`src/rtl/gate_cmd_apply_pkg.sv`:
```
// Shared command encodings, leg states and byte classification for the
// module-side gate command link.
package gate_cmd_apply_pkg;

  localparam int         CMD_FLAG_BIT = 7;
  localparam logic [7:0] CMD_DISABLE  = 8'h80;
  localparam logic [7:0] CMD_ENABLE   = 8'h81;

  typedef enum logic [1:0] {
    LEG_OFF   = 2'd0,
    LEG_DEAD  = 2'd1,
    LEG_ON_HI = 2'd2,
    LEG_ON_LO = 2'd3
  } leg_state_e;

  typedef enum logic [2:0] {
    BYTE_NONE,
    BYTE_PATTERN,
    BYTE_DISABLE,
    BYTE_ENABLE,
    BYTE_REJECT
  } byte_kind_e;

  function automatic byte_kind_e classify_byte(input logic       done,
                                               input logic       perr,
                                               input logic [7:0] data);
    if (!done)                   return BYTE_NONE;
    if (perr)                    return BYTE_REJECT;
    if (!data[CMD_FLAG_BIT])     return BYTE_PATTERN;
    if (data == CMD_DISABLE)     return BYTE_DISABLE;
    if (data == CMD_ENABLE)      return BYTE_ENABLE;
    return BYTE_REJECT;
  endfunction

endpackage

```
`src/rtl/gate_cmd_apply_if.sv`:
```
// Byte stream from the per-module uart_rx into the gate command decoder.
interface gate_cmd_apply_if;
  logic [7:0] rx_data;
  logic       rx_done;
  logic       parity_error;

  modport master (output rx_data, rx_done, parity_error);
  modport slave  (input  rx_data, rx_done, parity_error);
endinterface

```
`src/rtl/gate_cmd_apply_dead_time_leg.sv`:
```
// One half-bridge leg: never drives both gates, and holds both off for
// DEAD_CYCLES clocks before turning either gate on.
module dead_time_leg
  import gate_cmd_apply_pkg::*;
#(
  parameter int DEAD_CYCLES = 48
) (
  input  logic clk,
  input  logic reset,
  input  logic en,
  input  logic target,
  output logic hi,
  output logic lo
);

  localparam int CW = $clog2(DEAD_CYCLES + 1);

  leg_state_e    state_q;
  logic [CW-1:0] cnt_q;
  logic          tgt_q;
  logic          hi_q;
  logic          lo_q;

  // NOTE: sequential state uses <= so every register samples pre-edge values.
  always_ff @(posedge clk or posedge reset) begin
    if (reset) begin
      state_q <= LEG_OFF;
      cnt_q   <= '0;
      tgt_q   <= 1'b0;
      hi_q    <= 1'b0;
      lo_q    <= 1'b0;
    end else if (!en) begin
      state_q <= LEG_OFF;
      cnt_q   <= '0;
      hi_q    <= 1'b0;
      lo_q    <= 1'b0;
    end else begin
      case (state_q)
        LEG_OFF: begin
          state_q <= LEG_DEAD;
          tgt_q   <= target;
          cnt_q   <= '0;
        end
        LEG_DEAD: begin
          if (target != tgt_q) begin
            tgt_q <= target;
            cnt_q <= '0;
          end else if (cnt_q == CW'(DEAD_CYCLES - 1)) begin
            state_q <= target ? LEG_ON_HI : LEG_ON_LO;
            hi_q    <= target;
            lo_q    <= ~target;
          end else begin
            cnt_q <= cnt_q + CW'(1);
          end
        end
        LEG_ON_HI: begin
          if (!target) begin
            state_q <= LEG_DEAD;
            tgt_q   <= 1'b0;
            cnt_q   <= '0;
            hi_q    <= 1'b0;
          end
        end
        LEG_ON_LO: begin
          if (target) begin
            state_q <= LEG_DEAD;
            tgt_q   <= 1'b1;
            cnt_q   <= '0;
            lo_q    <= 1'b0;
          end
        end
        default: begin
          state_q <= LEG_OFF;
          hi_q    <= 1'b0;
          lo_q    <= 1'b0;
        end
      endcase
    end
  end

  assign hi = hi_q;
  assign lo = lo_q;

endmodule

```
`src/rtl/gate_cmd_apply.sv`:
```
// Decodes link bytes into enable/pattern commands, applies the pending pattern
// on each synchronized shoot edge and guards the outputs with a watchdog.
module gate_cmd_apply
  import gate_cmd_apply_pkg::*;
#(
  parameter int NUM_LEGS    = 3,
  parameter int DEAD_CYCLES = 48,
  parameter int WDOG_CYCLES = 48000
) (
  input  logic                clk,
  input  logic                reset,
  gate_cmd_apply_if.slave     rx,
  input  logic                shoot_in,
  output logic [NUM_LEGS-1:0] gate_hi,
  output logic [NUM_LEGS-1:0] gate_lo,
  output logic                enabled,
  output logic                pending_valid,
  output logic                wdog_fault,
  output logic [7:0]          err_count
);

  localparam int WW = $clog2(WDOG_CYCLES + 1);

  logic [1:0]          shoot_sync_q;
  logic                shoot_prev_q;
  logic                enabled_q,  enabled_d;
  logic                fault_q,    fault_d;
  logic                pend_vld_q, pend_vld_d;
  logic                applied_q,  applied_d;
  logic [NUM_LEGS-1:0] pend_q,     pend_d;
  logic [NUM_LEGS-1:0] active_q,   active_d;
  logic [WW-1:0]       wdog_q,     wdog_d;
  logic [7:0]          err_q,      err_d;
  logic                shoot_edge;
  byte_kind_e          byte_kind;

  // NOTE: every always_comb output gets a default first so no latch is inferred.
  always_comb begin
    byte_kind  = classify_byte(rx.rx_done, rx.parity_error, rx.rx_data);
    shoot_edge = shoot_sync_q[1] & ~shoot_prev_q;
    enabled_d  = enabled_q;
    fault_d    = fault_q;
    pend_vld_d = pend_vld_q;
    applied_d  = applied_q;
    pend_d     = pend_q;
    active_d   = active_q;
    err_d      = err_q;
    wdog_d     = (!enabled_q || shoot_edge) ? '0 : wdog_q + WW'(1);

    if (shoot_edge && enabled_q && pend_vld_q) begin
      active_d   = pend_q;
      pend_vld_d = 1'b0;
      applied_d  = 1'b1;
    end
    // A pattern byte landing with the edge becomes the next pending pattern.
    if (byte_kind == BYTE_PATTERN) begin
      pend_d     = rx.rx_data[NUM_LEGS-1:0];
      pend_vld_d = 1'b1;
    end
    if (byte_kind == BYTE_REJECT && err_q != 8'hFF) err_d = err_q + 8'd1;

    if (enabled_q && !shoot_edge && wdog_q == WW'(WDOG_CYCLES - 1)) begin
      fault_d   = 1'b1;
      enabled_d = 1'b0;
    end
    if (byte_kind == BYTE_DISABLE) enabled_d = 1'b0;
    if (byte_kind == BYTE_ENABLE) begin
      enabled_d = 1'b1;
      fault_d   = 1'b0;
      wdog_d    = '0;
    end
    if (!enabled_d) applied_d = 1'b0;
  end

  always_ff @(posedge clk or posedge reset) begin
    if (reset) begin
      shoot_sync_q <= '0;
      shoot_prev_q <= 1'b0;
      enabled_q    <= 1'b0;
      fault_q      <= 1'b0;
      pend_vld_q   <= 1'b0;
      applied_q    <= 1'b0;
      pend_q       <= '0;
      active_q     <= '0;
      wdog_q       <= '0;
      err_q        <= '0;
    end else begin
      shoot_sync_q <= {shoot_sync_q[0], shoot_in};
      shoot_prev_q <= shoot_sync_q[1];
      enabled_q    <= enabled_d;
      fault_q      <= fault_d;
      pend_vld_q   <= pend_vld_d;
      applied_q    <= applied_d;
      pend_q       <= pend_d;
      active_q     <= active_d;
      wdog_q       <= wdog_d;
      err_q        <= err_d;
    end
  end

  // Legs follow next-state enable so a disable or fault drops gates on the same edge.
  for (genvar g = 0; g < NUM_LEGS; g++) begin : g_leg
    dead_time_leg #(.DEAD_CYCLES(DEAD_CYCLES)) u_leg (
      .clk    (clk),
      .reset  (reset),
      .en     (enabled_d & applied_d),
      .target (active_d[g]),
      .hi     (gate_hi[g]),
      .lo     (gate_lo[g])
    );
  end

  assign enabled       = enabled_q;
  assign pending_valid = pend_vld_q;
  assign wdog_fault    = fault_q;
  assign err_count     = err_q;

endmodule

```
`src/flat_wrapper.sv`:
```
// flat-port wrapper written by rule: the top's interface ports become plain ports
module gate_cmd_apply_flat import gate_cmd_apply_pkg::*;
#(
  parameter int NUM_LEGS    = 3,
  parameter int DEAD_CYCLES = 48,
  parameter int WDOG_CYCLES = 48000
)
  (clk, reset, shoot_in, gate_hi, gate_lo, enabled, pending_valid, wdog_fault, err_count, rx_rx_data, rx_rx_done, rx_parity_error);
  gate_cmd_apply_if rx_i ();
  input  logic clk;
  input  logic reset;
  input  logic shoot_in;
  output logic [NUM_LEGS-1:0] gate_hi;
  output logic [NUM_LEGS-1:0] gate_lo;
  output logic enabled;
  output logic pending_valid;
  output logic wdog_fault;
  output logic [7:0] err_count;
  input wire logic [$bits(rx_i.rx_data)-1:0] rx_rx_data;
  input wire logic [$bits(rx_i.rx_done)-1:0] rx_rx_done;
  input wire logic [$bits(rx_i.parity_error)-1:0] rx_parity_error;
  assign rx_i.rx_data = rx_rx_data;
  assign rx_i.rx_done = rx_rx_done;
  assign rx_i.parity_error = rx_parity_error;
  gate_cmd_apply #(.NUM_LEGS(NUM_LEGS), .DEAD_CYCLES(DEAD_CYCLES), .WDOG_CYCLES(WDOG_CYCLES)) u_core (.clk(clk), .reset(reset), .rx(rx_i), .shoot_in(shoot_in), .gate_hi(gate_hi), .gate_lo(gate_lo), .enabled(enabled), .pending_valid(pending_valid), .wdog_fault(wdog_fault), .err_count(err_count));
endmodule
```
`config.mk`:
```
export PLATFORM = sky130hd
export DESIGN_NAME = gate_cmd_apply_flat
export DESIGN_NICKNAME = d
export VERILOG_FILES = /design/src/rtl/gate_cmd_apply_pkg.sv /design/src/rtl/gate_cmd_apply_if.sv /design/src/rtl/gate_cmd_apply_dead_time_leg.sv /design/src/rtl/gate_cmd_apply.sv /design/src/flat_wrapper.sv
export SDC_FILE = /design/constraint.sdc
export NUM_CORES = 1
export LEC_CHECK = 0
export ABC_AREA = 0
export CAP_MARGIN = 40
export CORE_MARGIN = 2
export CORE_UTILIZATION = 30
export CTS_BUF_LIST = sky130_fd_sc_hd__clkbuf_4
export DETAILED_ROUTE_END_ITERATION = 6
export GPL_ROUTABILITY_DRIVEN = 0
export PLACE_DENSITY = 0.45
export SETUP_SLACK_MARGIN = 0.4
export SYNTH_ARGS = -nofsm -noshare
export SYNTH_HDL_FRONTEND = slang
export SYNTH_SLANG_ARGS = --single-unit
```
`constraint.sdc`:
```
create_clock -name clk -period 2.4 [get_ports clk]
set_input_delay 0.24 -clock clk [delete_from_list [all_inputs] [get_ports clk]]
set_output_delay 0.24 -clock clk [all_outputs]
set_load 0.02 [all_outputs]
```
==> key figures <==
Global route
  • Largest net degree at the start of global routing: 71
  • Met3 usage: 0.0465
  • Antenna violations before repair: 0
  • GRT met2 Usage: 0.225
  • Global route total overflow: 0
  • Met1 Track Usage GR: 0.198
  • Gr usage total: 0.146
  • Vias in the first global route: 3010
  • First-pass GRT wire length: about 15000 µm
  • Grt peak-use layer: met2

Worst setup path
  • CP Max Fanout: 4
  • Largest incremental delay on the critical path: 0.56 ns
  • Slowest CP cell: or4_4
  • Crit. path cell count: 8
  • Worst EP arrival: 2.51 ns
  • CP Launch Type: primary input
  • Required time of the critical path: 2.74 ns
  • RR Startpoint: u_core.wdog_q[7]$_DFF_PP0_
  • Family with the most delay on the worst path: simple AND/OR/NAND/NOR gates
  • Buf/Inv on CP: 2
  • Kind of critical path: in -> reg
  • Reg2reg path depth: 7
  • CP cell instances: clkdlybuf4s50_1, or4_4, nor4_4, nand2_2, a21o_4, buf_6, nor3_2, mux2_2
  • Crit end category: flip-flop
  • Worst Setup SP: rx_rx_data[3]

Place
  • Hpwl dp: 5810 µm
  • Worst slack at placement: -0.204 ns
  • Placed cell area: 4410 µm²
  • Port Buffers: 29

STA
  • Slew @ Worst Pin: 0.528 ns
  • Final setup viols: 0
  • Clk_skew: 0.0123 ns
  • Hold Vio Cnt, Final: 0
  • Tmin final: 2.17 ns
  • Max Slew Vio Count: 0
  • Final Worst Setup Slack: 0.227 ns
  • RSZ-0062 raised after global routing: true
  • Fmax: 460 MHz
  • Slew HR: 0.648
  • Post-route setup TNS: 0 ns
  • Period Utilization, post-route: 0.905

Floorplanning
  • Die Wd: 116 µm
  • Starting density of the core: 0.310
  • Row count: 40
  • Full die area: 13400 µm²
  • I/O pins: 30
  • Core Area: 12100 µm²
  • DIE HEIGHT: 116 µm

Finish
  • Finished Core Util: 0.424
  • Design area: a little over 5000 µm²
  • # diodes: 0
  • Synthesis-to-finish area growth: 36.9%
  • Layout cell share with drive strength beyond 1: 0.289
  • Fin nets: 480
  • Layout fillers: 1216

Logic synthesis
  • Synth Warn #: 0
  • Largest area contributor in the netlist: dfrtp_1
  • Post-Synthesis Cells: between 300 and 400
  • Post-synthesis cell area: 3750 µm²
  • Post-synthesis cell type count: 61
  • Area contributors post-synth: dfrtp_1, nor2_1, ha_1
  • Syn Nets: roughly 400
  • Asr flop ratio synth: 1.00
  • Post-synth EDFFs: 0
  • Post-synth top flop: dfrtp_1
  • Sequential-to-total area share from yosys stat: 0.467
  • Post-synth top area share: 0.467
  • Syn Area/Cell: 9.90 µm²
  • FF+latch count, synth: 70
  • Commonest cells in the netlist: dfrtp_1, nor2_1, nand2_1
  • Cell with the most instances after synthesis: dfrtp_1

Pwr
  • Maximum vdd drop: 301 µV
  • NetSw: 1.74 mW
  • Clk pwr share: 0.168
  • Switching Share: 0.377
  • Sequential cell fraction of total power: 0.366
  • Total leakage power: 2.17 nW
  • Power per cell area: roughly 900 nW/µm²
  • Power Total: 4.61 mW
  • Comb pwr share: 0.466
  • Internal: 2.88 mW

Clock tree
  • CTS Buf Count: 9
  • Clk slew on worst S/H paths: 0.12 ns
  • Cts hold-fix bufs: 0
  • Root buf cell: clkbuf_4
  • Max Buffers Root-to-Sink: 2
  • CTS sink count: 70
  • Max H-tree Level: 3
  • Worst skew pair latency: 0.44 ns
  • CTS tree: yes

Routing
  • Vias: 3101
  • Drt initial violations: between 100 and 150
  • Drt pass-1 iters: 4
  • DRC Markers: 0
  • DR WL/cell: approximately 14 µm
  • Final WL: between 9000 and 10000 µm
  • Vias/cell: 4.94
  • Post-route ant nets: 0

Flow run
  • Max Cap Viol: 0

Hold path
  • Depth of the worst hold-timing path: 1
  • Hold Crit Start: shoot_in
  • Worst Hold Class: in -> reg

Run status
  • Status: completed
## worst reg2reg max path: stages (launching register included)
cell,delay (ns)
dfrtp_1,0.40
or4b_4,0.55
nor4b_4,0.25
a211o_1,0.22
buf_6,0.11
a221o_2,0.25
o311ai_1,0.12
nor2b_1,0.15
## worst paths after layout
path	to	slack (ns)
worst max register to register	u_core.g_leg[0].u_leg.cnt_q[3]$_DFFE_PP0P_	0.25
max in group asynchronous	u_core.enabled$_DFF_PP0_	1.83
worst min-delay path	u_core.shoot_sync_q[0]$_DFF_PP0_	0.24
worst max-delay path	u_core.g_leg[1].u_leg.tgt_q$_DFFE_PP0P_	0.23
min in group asynchronous	u_core.err_count[0]$_DFFE_PP0P_	0.26
worst min register to register	u_core.shoot_sync_q[1]$_DFF_PP0_	0.41
## flip-flops by register name, indices dropped and copies added (netlist names)
name and count:
u_core.wdog_q 16, u_core.g_leg.u_leg.hi 3, u_core.g_leg.u_leg.tgt_q 3, u_core.pend_q 3, u_core.g_leg.u_leg.lo 3, u_core.active_q 3
u_core.err_count 8, u_core.shoot_sync_q 2, u_core.applied_q 1, u_core.enabled 1, u_core.pending_valid 1, u_core.shoot_prev_q 1
u_core.g_leg.u_leg.cnt_q 18, u_core.g_leg.u_leg.state_q 6, u_core.wdog_fault 1
## what timing repair did
action                     4_1_cts  5_1_grt
gates resized for setup         32       31
setup buffers                   18       11
cloned                           2        2
pin swaps                       18       14
hold endpoints to repair         0        0
setup endpoints to repair       34       34
## layout make-up
type	count	area [µm²]	area share
clock buffer	13	97.6	0.0190
clock inverter	2	33.8	0.00658
inverter	22	95.1	0.0185
multi-input combinational	272	2110	0.410
sequential	70	1750	0.342
tap	168	210	0.0409
timing repair buffer	81	836	0.163
## routing by layer
metal	wire (µm)	up-vias	part of all wire
met4	113	0	0.012
met2	4230	46	0.47
li1	-	1510	-
met3	352	10	0.039
met1	4390	1535	0.48
met5	0	-	0
## per-stage QoR
step           hold WS (ns)  cells
2_1_floorplan         0.271    379
3_3_place_gp          0.378    580
3_5_place_dp          0.382    580
4_1_cts               0.199    615
5_1_grt               0.205    628
6_report              0.242    628
## cells in the final DEF, fill, tap and decap left out, types with 3 or more instances in the layout
master	synthesis	routed
buf_12	0	4
dfrtp_1	70	68
inv_1	19	17
a31oi_1	9	8
nand2_1	22	21
nand3_1	20	18
mux2_4	0	3
clkbuf_4	0	13
nor2b_1	3	3
and3_1	7	7
buf_6	1	8
or3_1	3	3
nor3_1	9	5
nor2_1	42	40
mux2i_4	2	4
a21oi_1	21	13
nor4b_4	0	3
mux2i_1	7	5
nand4_1	8	8
o21ai_0	20	16
a21oi_2	0	8
nor3_2	0	4
mux2_2	9	6
ha_1	11	10
o211ai_1	4	4
buf_4	7	36
nand3b_1	5	5
xnor2_1	13	13
nor3b_1	6	5
clkdlybuf4s50_1	0	29
xor2_1	11	11
## logic make-up (layout without fill, tap and decap cells)
| logic type | count (synthesis) | count (layout) | synth area share |
|---|---|---|---|
| simple gates | 146 | 146 | 0.213 |
| compound gates | 72 | 72 | 0.119 |
| flops | 70 | 70 | 0.467 |
| buf+inv | 37 | 118 | 0.0467 |
| xor+xnor | 25 | 25 | 0.0604 |
| mux | 18 | 18 | 0.0577 |
| fa+ha+maj | 11 | 11 | 0.0367 |
## power by group through the flow
stage | combinational, mW | sequential, mW | clock (mW)
finish | 2.15 | 1.69 | 0.777
CTS | 1.90 | 1.68 | 0.817
global placement | 1.55 | 1.70 | 0
floorplan | 1.07 | 1.68 | 0
detailed placement | 1.56 | 1.70 | 0
global route | 2.35 | 1.73 | 0.869
Note: power is estimated with default switching activity, not from simulation.
